[src/rtl/aes_round_ctrl.sv]
// AES round controller.
// Sequences an external single-round datapath over NR rounds: the initial
// AddRoundKey on accept, then one round per clock, the last round without
// MixColumns. Key schedule and round function live outside this block.
//
// Handshakes: a transfer happens on a rising edge where valid and ready are
// both high. in_ready and out_valid come straight from flops, so neither
// depends combinationally on any input; in particular out_ready never
// reaches in_ready in the same cycle.
module aes_round_ctrl #(
    // Number of cipher rounds, legal range 2..15 (round_cnt is 4 bits wide).
    parameter int NR = 10
) (
    input  logic         clk,
    input  logic         rst_n,
    input  logic         in_valid,
    output logic         in_ready,
    input  logic [127:0] in_data,
    output logic [3:0]   rk_idx,
    input  logic [127:0] rk_in,
    output logic [127:0] rf_state,
    output logic         rf_last,
    input  logic [127:0] rf_result,
    output logic         out_valid,
    input  logic         out_ready,
    output logic [127:0] out_data,
    output logic         busy
);

    localparam logic [3:0] NR_L = 4'(NR);

    typedef enum logic [1:0] {
        ST_IDLE = 2'd0,
        ST_RUN  = 2'd1,
        ST_DONE = 2'd2
    } fsm_e;

    fsm_e         fsm_q,       fsm_d;
    logic [3:0]   round_cnt_q, round_cnt_d;
    logic [127:0] state_q,     state_d;

    // Outputs are registered: their next values are decoded from the next
    // FSM state so they line up with fsm_q/round_cnt_q every cycle.
    logic         in_ready_q,  in_ready_d;
    logic         out_valid_q, out_valid_d;
    logic         busy_q,      busy_d;
    logic         rf_last_q,   rf_last_d;
    logic [3:0]   rk_idx_q,    rk_idx_d;

    // Next-state, round counter, state register and registered-output decode.
    always_comb begin
        fsm_d       = fsm_q;
        round_cnt_d = round_cnt_q;
        state_d     = state_q;

        case (fsm_q)
            ST_IDLE: begin
                // rk_idx is 0 here, so rk_in is the whitening key.
                if (in_valid) begin
                    state_d     = in_data ^ rk_in;
                    round_cnt_d = 4'd1;
                    fsm_d       = ST_RUN;
                end
            end
            ST_RUN: begin
                state_d = rf_result ^ rk_in;
                if (round_cnt_q == NR_L) begin
                    // Counter parks at NR; it is cleared when leaving DONE.
                    fsm_d = ST_DONE;
                end else begin
                    round_cnt_d = round_cnt_q + 4'd1;
                end
            end
            ST_DONE: begin
                // Ciphertext held until taken; no accept in this same cycle.
                if (out_ready) begin
                    fsm_d       = ST_IDLE;
                    round_cnt_d = 4'd0;
                end
            end
            default: begin
                fsm_d       = ST_IDLE;
                round_cnt_d = 4'd0;
            end
        endcase

        in_ready_d  = (fsm_d == ST_IDLE);
        out_valid_d = (fsm_d == ST_DONE);
        busy_d      = (fsm_d == ST_RUN);
        rf_last_d   = (fsm_d == ST_RUN) && (round_cnt_d == NR_L);
        rk_idx_d    = (fsm_d == ST_RUN) ? round_cnt_d : 4'd0;
    end

    // Single sequential block: FSM, counter, state register and output flops.
    always_ff @(posedge clk) begin
        if (!rst_n) begin
            fsm_q       <= ST_IDLE;
            round_cnt_q <= 4'd0;
            state_q     <= 128'h0;
            in_ready_q  <= 1'b1;
            out_valid_q <= 1'b0;
            busy_q      <= 1'b0;
            rf_last_q   <= 1'b0;
            rk_idx_q    <= 4'd0;
        end else begin
            fsm_q       <= fsm_d;
            round_cnt_q <= round_cnt_d;
            state_q     <= state_d;
            in_ready_q  <= in_ready_d;
            out_valid_q <= out_valid_d;
            busy_q      <= busy_d;
            rf_last_q   <= rf_last_d;
            rk_idx_q    <= rk_idx_d;
        end
    end

    assign in_ready  = in_ready_q;
    assign out_valid = out_valid_q;
    assign busy      = busy_q;
    assign rf_last   = rf_last_q;
    assign rk_idx    = rk_idx_q;
    assign rf_state  = state_q;
    assign out_data  = state_q;

    // Invariants: the counter never passes NR, and exactly one of the three
    // state-indicating outputs is high.
    a_cnt_bound : assert property (@(posedge clk) disable iff (!rst_n)
        round_cnt_q <= NR_L);
    a_state_onehot : assert property (@(posedge clk) disable iff (!rst_n)
        $onehot({in_ready_q, busy_q, out_valid_q}));

endmodule

[config.mk]
export PLATFORM = sky130hd
export DESIGN_NAME = aes_round_ctrl
export DESIGN_NICKNAME = d
export VERILOG_FILES = /design/src/rtl/aes_round_ctrl.sv
export SDC_FILE = /design/constraint.sdc
export NUM_CORES = 1
export LEC_CHECK = 0
export ABC_CLOCK_PERIOD_IN_PS = 1900
export CORE_AREA = 2 2 252 254
export CTS_CLUSTER_DIAMETER = 150
export DETAILED_ROUTE_END_ITERATION = 6
export DIE_AREA = 0 0 254 256
export PLACE_DENSITY = 0.39
export SYNTH_ARGS = -nofsm -noshare
export SYNTH_HDL_FRONTEND = slang
export SYNTH_SLANG_ARGS = --single-unit
[constraint.sdc]
create_clock -name clk -period 1.9 [get_ports clk]
set_input_delay 0.285 -clock clk [delete_from_list [all_inputs] [get_ports clk]]
set_output_delay 0.285 -clock clk [all_outputs]
set_load 0.01 [all_outputs]
## After elaboration in Yosys (flattened, before gate mapping)

Cells that the tools add are included.

- Logic and storage cells: 34
- RAM bits: 0
- Bits in read-only memories: 0
- Output and inout port bits: 264
- Memories: 0
- Bits in latches: 0
- Register bits: 142
- Input bits: 388

- Shifts and indexed selects: 0
- Multipliers: 0
- Bitwise operators: 2
- $add $sub $neg: 1
- Order comparisons: 0
- Muxes and demuxes: 10
- Eq/ne operators: 7
- Reductions and logical operators: 6
- Divide/modulo/power cells: 0

Operators by type and width:

| kind | number |
|---|---|
| one-hot mux 128 bit (2 select lines) | 1 |
| bitwise XOR 128 bit | 2 |
| two-way mux 128 bit | 1 |
| two-way mux 4 bit | 3 |
| one-hot mux 4 bit (3 select lines) | 1 |
| == test 4 bit (second input constant) | 2 |
| two-way mux 2 bit | 3 |
| one-hot mux 2 bit (3 select lines) | 1 |
| adder 4 x 1 -> 4 bit (second input constant) | 1 |
| == test 2 x 1 -> 1 bit (second input constant) | 2 |
| == test 2 bit (second input constant) | 2 |
| logical NOT 2 bit | 2 |
| AND reduction 2 bit | 2 |
| inequality test 2 bit (second input constant) | 1 |
| nonzero test 2 bit | 1 |
| logical AND 1 bit | 1 |

## Depth between registers and ports, before layout

Gate-level depths: netlist of the first run.

- Depth after elaboration: 5
- Gate-level depth with buffers: 8
- Mapped depth without buffers: 8

## Worst setup path after synthesis of the first run

OpenSTA, ideal clock, no wires.

- Path kind: reg-to-reg
- Start: register fsm_q[1]
- End: register rf_last_q, in the netlist rf_last
- Arrival: 1.467 ns
- Buffers on the path: 0
- Slack: 0.345 ns
- Data required time: 1.812 ns
- Clock period less this slack: 1.555 ns
- Cell stages (with the launch flop): 5
- Setup time: 0.088 ns
- Cells stage by stage: dfxtp_1 mux2_2 o32a_1 nand2b_1 nor4_2

- Cells in the longest elaborated chain, start to end: 4
- Elaborated cells between the ends (all ways): 11
- Classes of those cells: 4 x eq/ne; 5 x mux; 2 x reduce/logical

RTL lines:

| what | RTL line | source |
|---|---|---|
| start: declaration | 38 | `fsm_e fsm_q, fsm_d;` |
| start signal: assignment | 106 | `fsm_q <= fsm_d;` |
| == test 2 bit (tied with other cells) | 56 | `case (fsm_q)` |
| one-hot mux 4 bit (3 select lines) / one-hot mux 2 bit (3 select lines) (equally long branches) | 56 |  |
| == test 4 bit / == test 2 x 1 -> 1 bit (equally long branches) | 90 | `rf_last_d = (fsm_d == ST_RUN) && (round_cnt_d == NR_L);` |
| logical AND 1 bit * | 90 |  |
| end signal: assignment | 112 | `rf_last_q <= rf_last_d;` |
| end: declaration | 47 | `logic rf_last_q, rf_last_d;` |

Mark *: on every way between the ends. The rest lies on a longest branch, timed or not.
A chain may end at the register's enable or synchronous reset.

## Worst setup path in the final report of the first run

- Start: register state_q[95], in the netlist out_data[95]
- End: output rf_state[95]

RTL lines:

| what | RTL line | source |
|---|---|---|
| start: declaration | 40 | `logic [127:0] state_q, state_d;` |
| start signal: assignment | 108 | `state_q <= state_d;` |
| end: declaration | 21 | `output logic [127:0] rf_state,` |

No word-level cell between the ends.

==> flow_summary.toml, run 1 <==
[outcome]
status = "finished, final reports clean"

[worst_setup_path]
cpMaxStageDelayCell = "clkdlybuf4s50_1"
startpoint_type = "register"
path_cells = "clkdlybuf4s50_1"
cp_num_buf_inv = 1
r2r_cells = 6
criticalPathCategory = "reg2out"
timing.rr.end = "out_data[30]$_SDFFE_PN0P_"
reg2reg_from = "fsm_q[1]$_SDFF_PN0_"
critPathCaptureType = "output pin"
cpPeakStageDelay_ps = 590
crit_fanout = 3
rrSetupSlack_ps = 160
cp_data_arrival_time_ps = 1520
path_delay_family = "buffers and inverters"
crit_required_ps = 1620

[logic_synthesis]
syn_area_um2 = 7900
synthCells = 743
synth_seq_area_share_pct = 35.98
synth-edff-count = 0
ys_top_cells_by_area = "dfxtp_1 36%, mux2i_1 16%, a22o_1 14%"
syn_nets = 1133
synth.largest_area_cell = "dfxtp_1"
yosysWarnings = 0
syn_area_per_cell_um2 = 10.63
synth_cell_types = 32
synth.top_cell.area_share_pct = 35.98
synth_seq_cells = 142
async_flop_share_pct = 0
synth_ff_type = "dfxtp_1"

[detailed_routing]
postRouteAntennaNets = 0
vias = 7412
drtIter0Drc = 171
firstDrtPassIters = 4
drc = 0
wl_um = 37450
routedWlPerCell_um = 17.33
viasPerCell = 3.430

[global_routing]
grt_pass1_wl_um = 53030
grt_overflow = 0
grt_pass1_vias = 7942
grt_max_degree = 61
antenna_found_initial = 3
grt_util_all_layers_pct = 11.30

[clocking]
post_cts_buffers = 0
clock_sinks = 142
clockBufferDepth = 2
cts_buffers = 17
clk_latency_ps = 470
cts_tree = "yes"
root_buffer = "clkbuf_16"
clk_pin_slew_ps = 60
htree_levels = 4

[die]
io_pins = 652
die_area_um2 = 65020
rows = 92
start_util_pct = 12.66
die_y_um = 256
die_width_um = 254
core_um2 = 62390

[placement]
dp_hpwl_um = 30990
io_buffer_count = 651
gp_congestion = 0.7833
place_area_um2 = 14840

[timing]
finalCritPeriodShare_pct = 95.19
setup_viol_count_final = 0
max_freq_mhz = 552.9
rsz0062_at_grt = "true"
fin_tns_setup_ps = 0
hold_viol = 0
slew_headroom_pct = 62.25
period_needed_ps = 1809
final_max_slew_viol_count = 0
worst_pin_slew_ps = 557.4
finClkSkew_ps = 14.47

[finish]
nets = 1690
drive_above_1_share_pct = 7.540
design_area_um2 = 15480
area_growth_pct = 95.98

[power_and_ir_drop]
power_leakage_nw = 5.768
peakVddDrop_v = 0.0003708
switching_share_pct = 27.92
power_frac_seq_pct = 33.1
p_int_mw = 7.838
pwr-share-comb_pct = 32.8
p_per_area_nw_per_um2 = 702.3
p_clk_share_pct = 34.1
net-switching-power_mw = 3.036

[worst_hold_path]
holdCritPathClass = "in2reg"
hp-start = "rst_n"
holdPathStages = 2
holdPathEnd = "round_cnt_q[0]$_SDFF_PN0_"

[flow_run]
cap_violations = 0
-- stage by stage --
step                total power [mW]  utilization, %  setup slack (ps)  instances  hold WS, ps
floorplan                      5.214               -             344.6        743        406.7
global placement               7.274           23.79             74.75       2127        494.6
detailed placement             7.267           23.79             49.18       2127        495.2
CTS                            11.13           24.80             3.224       2159        467.6
global route                   11.45           24.81          -0.08682       2160        495.1
finish                         10.87           24.82             91.44       2161        507.1
-- worst reg2reg max path, stage by stage (launching register included) --
cell     delay, ps
dfxtp_1        390
nor2b_4        220
buf_12         220
buf_12         250
mux2i_1        280
xnor2_1         90
a22o_1         170
-- sequential cells by signal (all words and copies together) (netlist names) --
| signal | flops |
|---|---|
| out_valid | 1 |
| rf_last | 1 |
| fsm_q | 2 |
| round_cnt_q | 4 |
| in_ready | 1 |
| busy | 1 |
| rk_idx | 4 |
| out_data | 128 |
-- power by group through the flow --
stage	clock (mW)	sequential, mW	combinational (mW)
3_3_place_gp	0	3.67	3.60
3_5_place_dp	0	3.67	3.60
4_1_cts	3.90	3.61	3.62
5_1_grt	4.01	3.64	3.80
6_report	3.71	3.60	3.57
2_1_floorplan	0	3.67	1.54
-- synthesized netlist by cell type, types with 2 or more instances --
master	number
ha_1	2
nand3b_1	2
a21oi_1	3
buf_6	15
xnor2_1	128
dfxtp_1	142
buf_4	128
a22o_1	128
nand2_1	3
nor2_1	7
inv_1	6
mux2i_1	128
buf_1	3
and2_1	5
nand2b_1	2
clkbuf_1	19
buf_2	7
-- kinds of logic (layout without fill, tap and decap cells) --
kind of cell | count (synthesis) | after routing | share of synthesized area (%)
flops | 142 | 142 | 35.98
fa+ha+maj | 2 | 2 | 0.3167
xor+xnor | 128 | 128 | 14.19
mux | 129 | 129 | 16.36
simple gates | 26 | 26 | 1.980
other cells | 0 | 2 | 0
compound gates | 138 | 138 | 15.09
buf+inv | 178 | 748 | 16.08
-- how the worst max path moves through the flow --
stage                                         start                         to  slack, ps  cells after the start
after global placement                     in_valid         rf_last$_SDFF_PN0_         70                      5
final                     out_data[95]$_SDFFE_PN0P_               rf_state[95]         90                      1
after global routing            fsm_q[1]$_SDFF_PN0_  out_data[47]$_SDFFE_PN0P_      -0.09                      6
after detailed placement                   in_valid  round_cnt_q[0]$_SDFF_PN0_         50                      5
after CTS                 out_data[95]$_SDFFE_PN0P_               rf_state[95]          3                      1
after floorplan                 fsm_q[1]$_SDFF_PN0_         rf_last$_SDFF_PN0_        340                      4
-- cells in the final DEF, fill, tap and decap left out, drive strengths merged, types with 4 or more instances in the layout --
cell	netlist	routed
clkinv	0	4
xnor2	128	128
and2	5	5
clkbuf	19	19
a22o	128	128
buf	153	59
inv	6	9
dfxtp	142	142
clkdlybuf4s50	0	651
bufinv	0	4
nor2	7	7
mux2i	128	128
-- routing by layer --
layer | global-route usage [%] | share of wire, %
met1 | 11.97 | 39
met2 | 20.74 | 52
met3 | 3.620 | 7.5
met4 | 4.003 | 1.9
met5 | 0 | 0
-- layout make-up --
type,count,area [µm²]
fillers,6752,46910
well taps,846,1059
clock inverters,13,185.2
repair buffers,710,7122
diodes,2,5.005
clock buffers,19,442.9
inverters,6,22.52
flip-flops and latches,142,2845
multi-input cells,423,3801
-- timing repair --
item / in CTS / in global routing
endpoints found under the setup margin: 2 / 4
gates resized for setup: 1 / 3
gates cloned: 0 / 0
pin swaps: 0 / 0
hold buffers: 0 / 0
No activity file was read; power rests on OpenSTA's default activity.
==> inputs of run 2 (changes only) <==
--- a/config.mk
+++ b/config.mk
@@ -11,6 +11,8 @@
 export DETAILED_ROUTE_END_ITERATION = 6
 export DIE_AREA = 0 0 254 256
 export PLACE_DENSITY = 0.39
+export SETUP_SLACK_MARGIN = 0.2
+export SKIP_LAST_GASP = 1
 export SYNTH_ARGS = -nofsm -noshare
 export SYNTH_HDL_FRONTEND = slang
 export SYNTH_SLANG_ARGS = --single-unit
==> flow_summary.toml, run 2 (same netlist as run 1, synthesis figures left out) <==
[outcome]
status = "finished, final reports clean"

[finish]
fill_cells = 6845
nets = 1698
largest_reg_flops = 128
design_area_um2 = 15620
mostFrequentLayoutCell = "clkdlybuf4s50_1"
layout_common_cells = "395 x clkdlybuf4s50_1, 241 x dlygate4sd2_1, 128 x xnor2_1, 128 x a22o_1, 115 x dfxtp_1"
drive_above_1_share_pct = 11.81
area_growth_pct = 97.66

[global_routing]
grt_pass1_vias = 7962
met1_usage_pct = 12.04
grt_max_degree = 61
grt_pass1_wl_um = 53500
grt_overflow = 0
use_met2_pct = 21.02
grt_util_all_layers_pct = 11.44
use_met3_pct = 3.732
grt_most_used_layer = "met2"
antenna_found_initial = 3

[worst_hold_path]
holdPathEnd = "out_data[9]$_SDFFE_PN0P_"
holdPathStages = 1
hp-start = "out_data[9]$_SDFFE_PN0P_"
holdCritPathClass = "reg2reg"

[timing]
slew_headroom_pct = 65.38
hold_viol = 0
setup_viol_count_final = 0
finClkSkew_ps = 14.19
rsz0062_at_grt = "true"
fin_tns_setup_ps = 0
finalCritPeriodShare_pct = 86.79
worst_pin_slew_ps = 511.3
final_max_slew_viol_count = 0
period_needed_ps = 1649
max_freq_mhz = 606.5

[clocking]
clock_sinks = 142
clk_pin_slew_ps = 60
cts_tree = "yes"
clockBufferDepth = 2
root_buffer = "clkbuf_16"
htree_levels = 4
ctsHoldBuffers = 0
cts_buffers = 17
clk_latency_ps = 470

[detailed_routing]
firstDrtPassIters = 4
vias = 7496
drc = 0
postRouteAntennaNets = 0
wl_um = 38220
viasPerCell = 3.456
drtIter0Drc = 166
routedWlPerCell_um = 17.62

[placement]
place_area_um2 = 14840
io_buffer_count = 651
gp_congestion = 0.7833
dp_hpwl_um = 30990

[die]
die_width_um = 254
die_y_um = 256
die_area_um2 = 65020
core_um2 = 62390
start_util_pct = 12.66
io_pins = 652
rows = 92

[worst_setup_path]
rrSetupSlack_ps = 250
cp_data_arrival_time_ps = 2010
reg2reg_from = "fsm_q[1]$_SDFF_PN0_"
timing.rr.end = "out_data[15]$_SDFFE_PN0P_"
startpoint_type = "register"
criticalPathCategory = "reg2reg"
crit_fanout = 11
r2r_cells = 6
critPathCaptureType = "register"
crit_required_ps = 2260

[power_and_ir_drop]
peakVddDrop_v = 0.0003706
p_per_area_nw_per_um2 = 680.0
power_leakage_nw = 6.937

[flow_run]
cap_violations = 0
## run 2: layer usage
layer	vias to the layer above	routed length [µm]
met3	31	2946
li1	3634	-
met2	398	20040
met5	-	0
met4	0	652
met1	3433	14580
## run 2: through the flow
step | hold slack [ps] | power (mW) | std cells | setup slack, ps | utilization (%)
2_1_floorplan | 406.7 | 5.214 | 743 | 344.6 | -
3_3_place_gp | 494.6 | 7.274 | 2127 | 74.75 | 23.79
4_1_cts | 467.6 | 10.81 | 2164 | 149.4 | 24.55
6_report | 498.6 | 10.62 | 2169 | 251.1 | 25.03
5_1_grt | 495.1 | 11.20 | 2168 | 164.9 | 25.02
3_5_place_dp | 495.2 | 7.267 | 2127 | 49.18 | 23.79
## run 2: final cells by class
type                    count  area, µm²  share of cell area, %
repair buffers            718       7032                  45.03
multi-input cells         423       3988                  25.54
flip-flops and latches    142       2882                  18.45
well taps                 846       1059                  6.779
clock buffers              19      442.9                  2.837
clock inverters            13      185.2                  1.186
inverters                   6      22.52                 0.1442
diodes                      2      5.005                0.03205
## run 2: worst max-delay path by stage
stage                                          from                        end  slack, ps
after global routing            fsm_q[1]$_SDFF_PN0_  out_data[57]$_SDFFE_PN0P_        160
final                           fsm_q[1]$_SDFF_PN0_  out_data[15]$_SDFFE_PN0P_        250
after detailed placement                   in_valid  round_cnt_q[0]$_SDFF_PN0_         50
after floorplan                 fsm_q[1]$_SDFF_PN0_         rf_last$_SDFF_PN0_        340
after global placement                     in_valid         rf_last$_SDFF_PN0_         70
after CTS                 out_data[16]$_SDFFE_PN0P_               rf_state[16]        150
## run 2: worst max-delay path, stage by stage (launching register included)
cell and delay, ps:
dfxtp_4 370, nor2b_4 170, buf_12 160, bufbuf_16 300
mux2i_1 270, xnor2_1 90, a22o_1 170
## run 2: where the power goes
part	internal [mW]	switching [mW]	total, mW
Clock	2.23	1.47	3.70
Sequential	3.29	0.299	3.59
Combinational	2.04	1.29	3.33
Total	7.57	3.05	10.6
## run 2: what timing repair did
action                     CTS  global route
gates cloned                 1             2
resized for setup          277            54
setup buffers                4             1
setup endpoints to repair  295            58
pin swaps                    0             1
==> inputs of run 3 (changes only) <==
--- a/config.mk
+++ b/config.mk
@@ -6,10 +6,10 @@
 export NUM_CORES = 1
 export LEC_CHECK = 0
 export ABC_CLOCK_PERIOD_IN_PS = 1900
-export CORE_AREA = 2 2 252 254
+export CORE_AREA = 3 3 253 255
 export CTS_CLUSTER_DIAMETER = 150
 export DETAILED_ROUTE_END_ITERATION = 6
-export DIE_AREA = 0 0 254 256
+export DIE_AREA = 0 0 256 258
 export PLACE_DENSITY = 0.39
 export SETUP_SLACK_MARGIN = 0.2
 export SKIP_LAST_GASP = 1
==> flow_summary.toml, run 3 (same netlist as run 1, synthesis figures left out) <==
[worst_setup_path]
r2r_cells = 8
criticalPathCategory = "reg2reg"
rrSetupSlack_ps = 240
critPathCaptureType = "register"
reg2reg_from = "fsm_q[1]$_SDFF_PN0_"
cp_data_arrival_time_ps = 2020
startpoint_type = "register"
crit_required_ps = 2260
timing.rr.end = "out_data[50]$_SDFFE_PN0P_"
crit_fanout = 7

[clocking]
cts_buffers = 17
ctsHoldBuffers = 0
clk_latency_ps = 470
clk_pin_slew_ps = 70
root_buffer = "clkbuf_16"
clockBufferDepth = 2
htree_levels = 4
clock_sinks = 142
cts_tree = "yes"

[detailed_routing]
vias = 7422
routedWlPerCell_um = 18.05
viasPerCell = 3.447
wl_um = 38850
firstDrtPassIters = 4
drtIter0Drc = 184
postRouteAntennaNets = 0
drc = 0

[global_routing]
grt_pass1_wl_um = 54530
antenna_found_initial = 2
grt_util_all_layers_pct = 11.35
grt_pass1_vias = 7948
grt_overflow = 0
grt_max_degree = 62

[placement]
placed_cells = 2104
gp_congestion = 0.7736
io_buffer_count = 651
place_area_um2 = 14690
dp_slack_ps = 29.74
dp_hpwl_um = 31120

[power_and_ir_drop]
peakVddDrop_v = 0.0004552
pwr-share-comb_pct = 31.7
p_int_mw = 7.285
p_per_area_nw_per_um2 = 677.2
power_leakage_nw = 6.808
power_frac_seq_pct = 34.2
p_clk_share_pct = 34.0
net-switching-power_mw = 3.171
totalPowerFinal_mw = 10.46
switching_share_pct = 30.33

[finish]
fill_cells = 6714
design_area_um2 = 15440
fin_cells = 2153
mostFrequentLayoutCell = "clkdlybuf4s50_1"
finalCoreUtilization_pct = 24.98
nets = 1692
layout_common_cells = "395 x clkdlybuf4s50_1, 247 x dlygate4sd2_1, 128 x a22o_1, 125 x xnor2_1, 119 x dfxtp_1"
drive_above_1_share_pct = 11.33
area_growth_pct = 95.46
largest_reg_flops = 128

[die]
io_pins = 652
die_y_um = 258
rows = 91
core_um2 = 61830
die_width_um = 256
die_area_um2 = 66050
start_util_pct = 12.78

[outcome]
status = "finished, final reports clean"

[timing]
fin_tns_setup_ps = 0
finClkSkew_ps = 8.676
hold_viol = 0
worst_pin_slew_ps = 530.3
period_needed_ps = 1663
finalCritPeriodShare_pct = 87.50
final_max_slew_viol_count = 0
max_freq_mhz = 601.5
setup_viol_count_final = 0
rsz0062_at_grt = "true"
slew_headroom_pct = 64.09
setup_slack_ps = 237.5
timing.hold.ws_ps = 486.3

[worst_hold_path]
hp-start = "rst_n"
holdCritPathClass = "in2reg"
holdPathEnd = "round_cnt_q[0]$_SDFF_PN0_"
holdPathStages = 2

[flow_run]
cap_violations = 0
[run 3: final cells by class]
cell class | count | area (µm²) | share of cell area (%)
antenna | 1 | 2.502 | 0.01621
clock buffer | 17 | 425.4 | 2.755
clock inverter | 15 | 175.2 | 1.134
inverter | 6 | 22.52 | 0.1459
multi-input combinational | 423 | 3976 | 25.75
sequential | 142 | 2874 | 18.61
tap | 837 | 1047 | 6.782
timing repair buffer | 712 | 6918 | 44.80
[run 3: power groups by stage]
stage,combinational (mW),sequential (mW),clock [mW]
2_1_floorplan,1.54,3.67,0
3_3_place_gp,3.58,3.67,0
3_5_place_dp,3.58,3.66,0
4_1_cts,3.30,3.59,3.74
5_1_grt,3.55,3.63,3.84
6_report,3.32,3.58,3.56
[run 3: worst max-delay path, stage by stage (launching register included)]
cell	delay (ps)
dfxtp_2	350
nor2b_4	150
buf_6	140
buf_12	130
buf_4	120
buf_12	140
mux2i_4	240
xnor2_2	90
a22o_1	180
[run 3: layer usage]
metal  up-vias  wire length, µm  track usage [%]
li1       3620                -                -
met1      3383            15380            12.46
met2       395            20060            20.52
met3        24             2794            3.952
met4         0              620            3.532
met5         -                0                0
[run 3: what timing repair did]
action,4_1_cts,5_1_grt
resized for setup,278,49
pin swaps,0,1
setup buffers,4,8
setup endpoints to repair,273,103
gates cloned,3,1
[run 3: how the worst max path moves through the flow]
stage	startpoint	endpoint	slack [ps]	depth (start not counted)
after floorplan	fsm_q[1]$_SDFF_PN0_	rf_last$_SDFF_PN0_	340	4
after global placement	in_valid	rk_idx[0]$_SDFF_PN0_	40	5
after detailed placement	in_valid	out_data[87]$_SDFFE_PN0P_	30	7
after CTS	out_data[24]$_SDFFE_PN0P_	rf_state[24]	120	1
after global routing	fsm_q[1]$_SDFF_PN0_	out_data[23]$_SDFFE_PN0P_	150	8
final	fsm_q[1]$_SDFF_PN0_	out_data[50]$_SDFFE_PN0P_	240	8
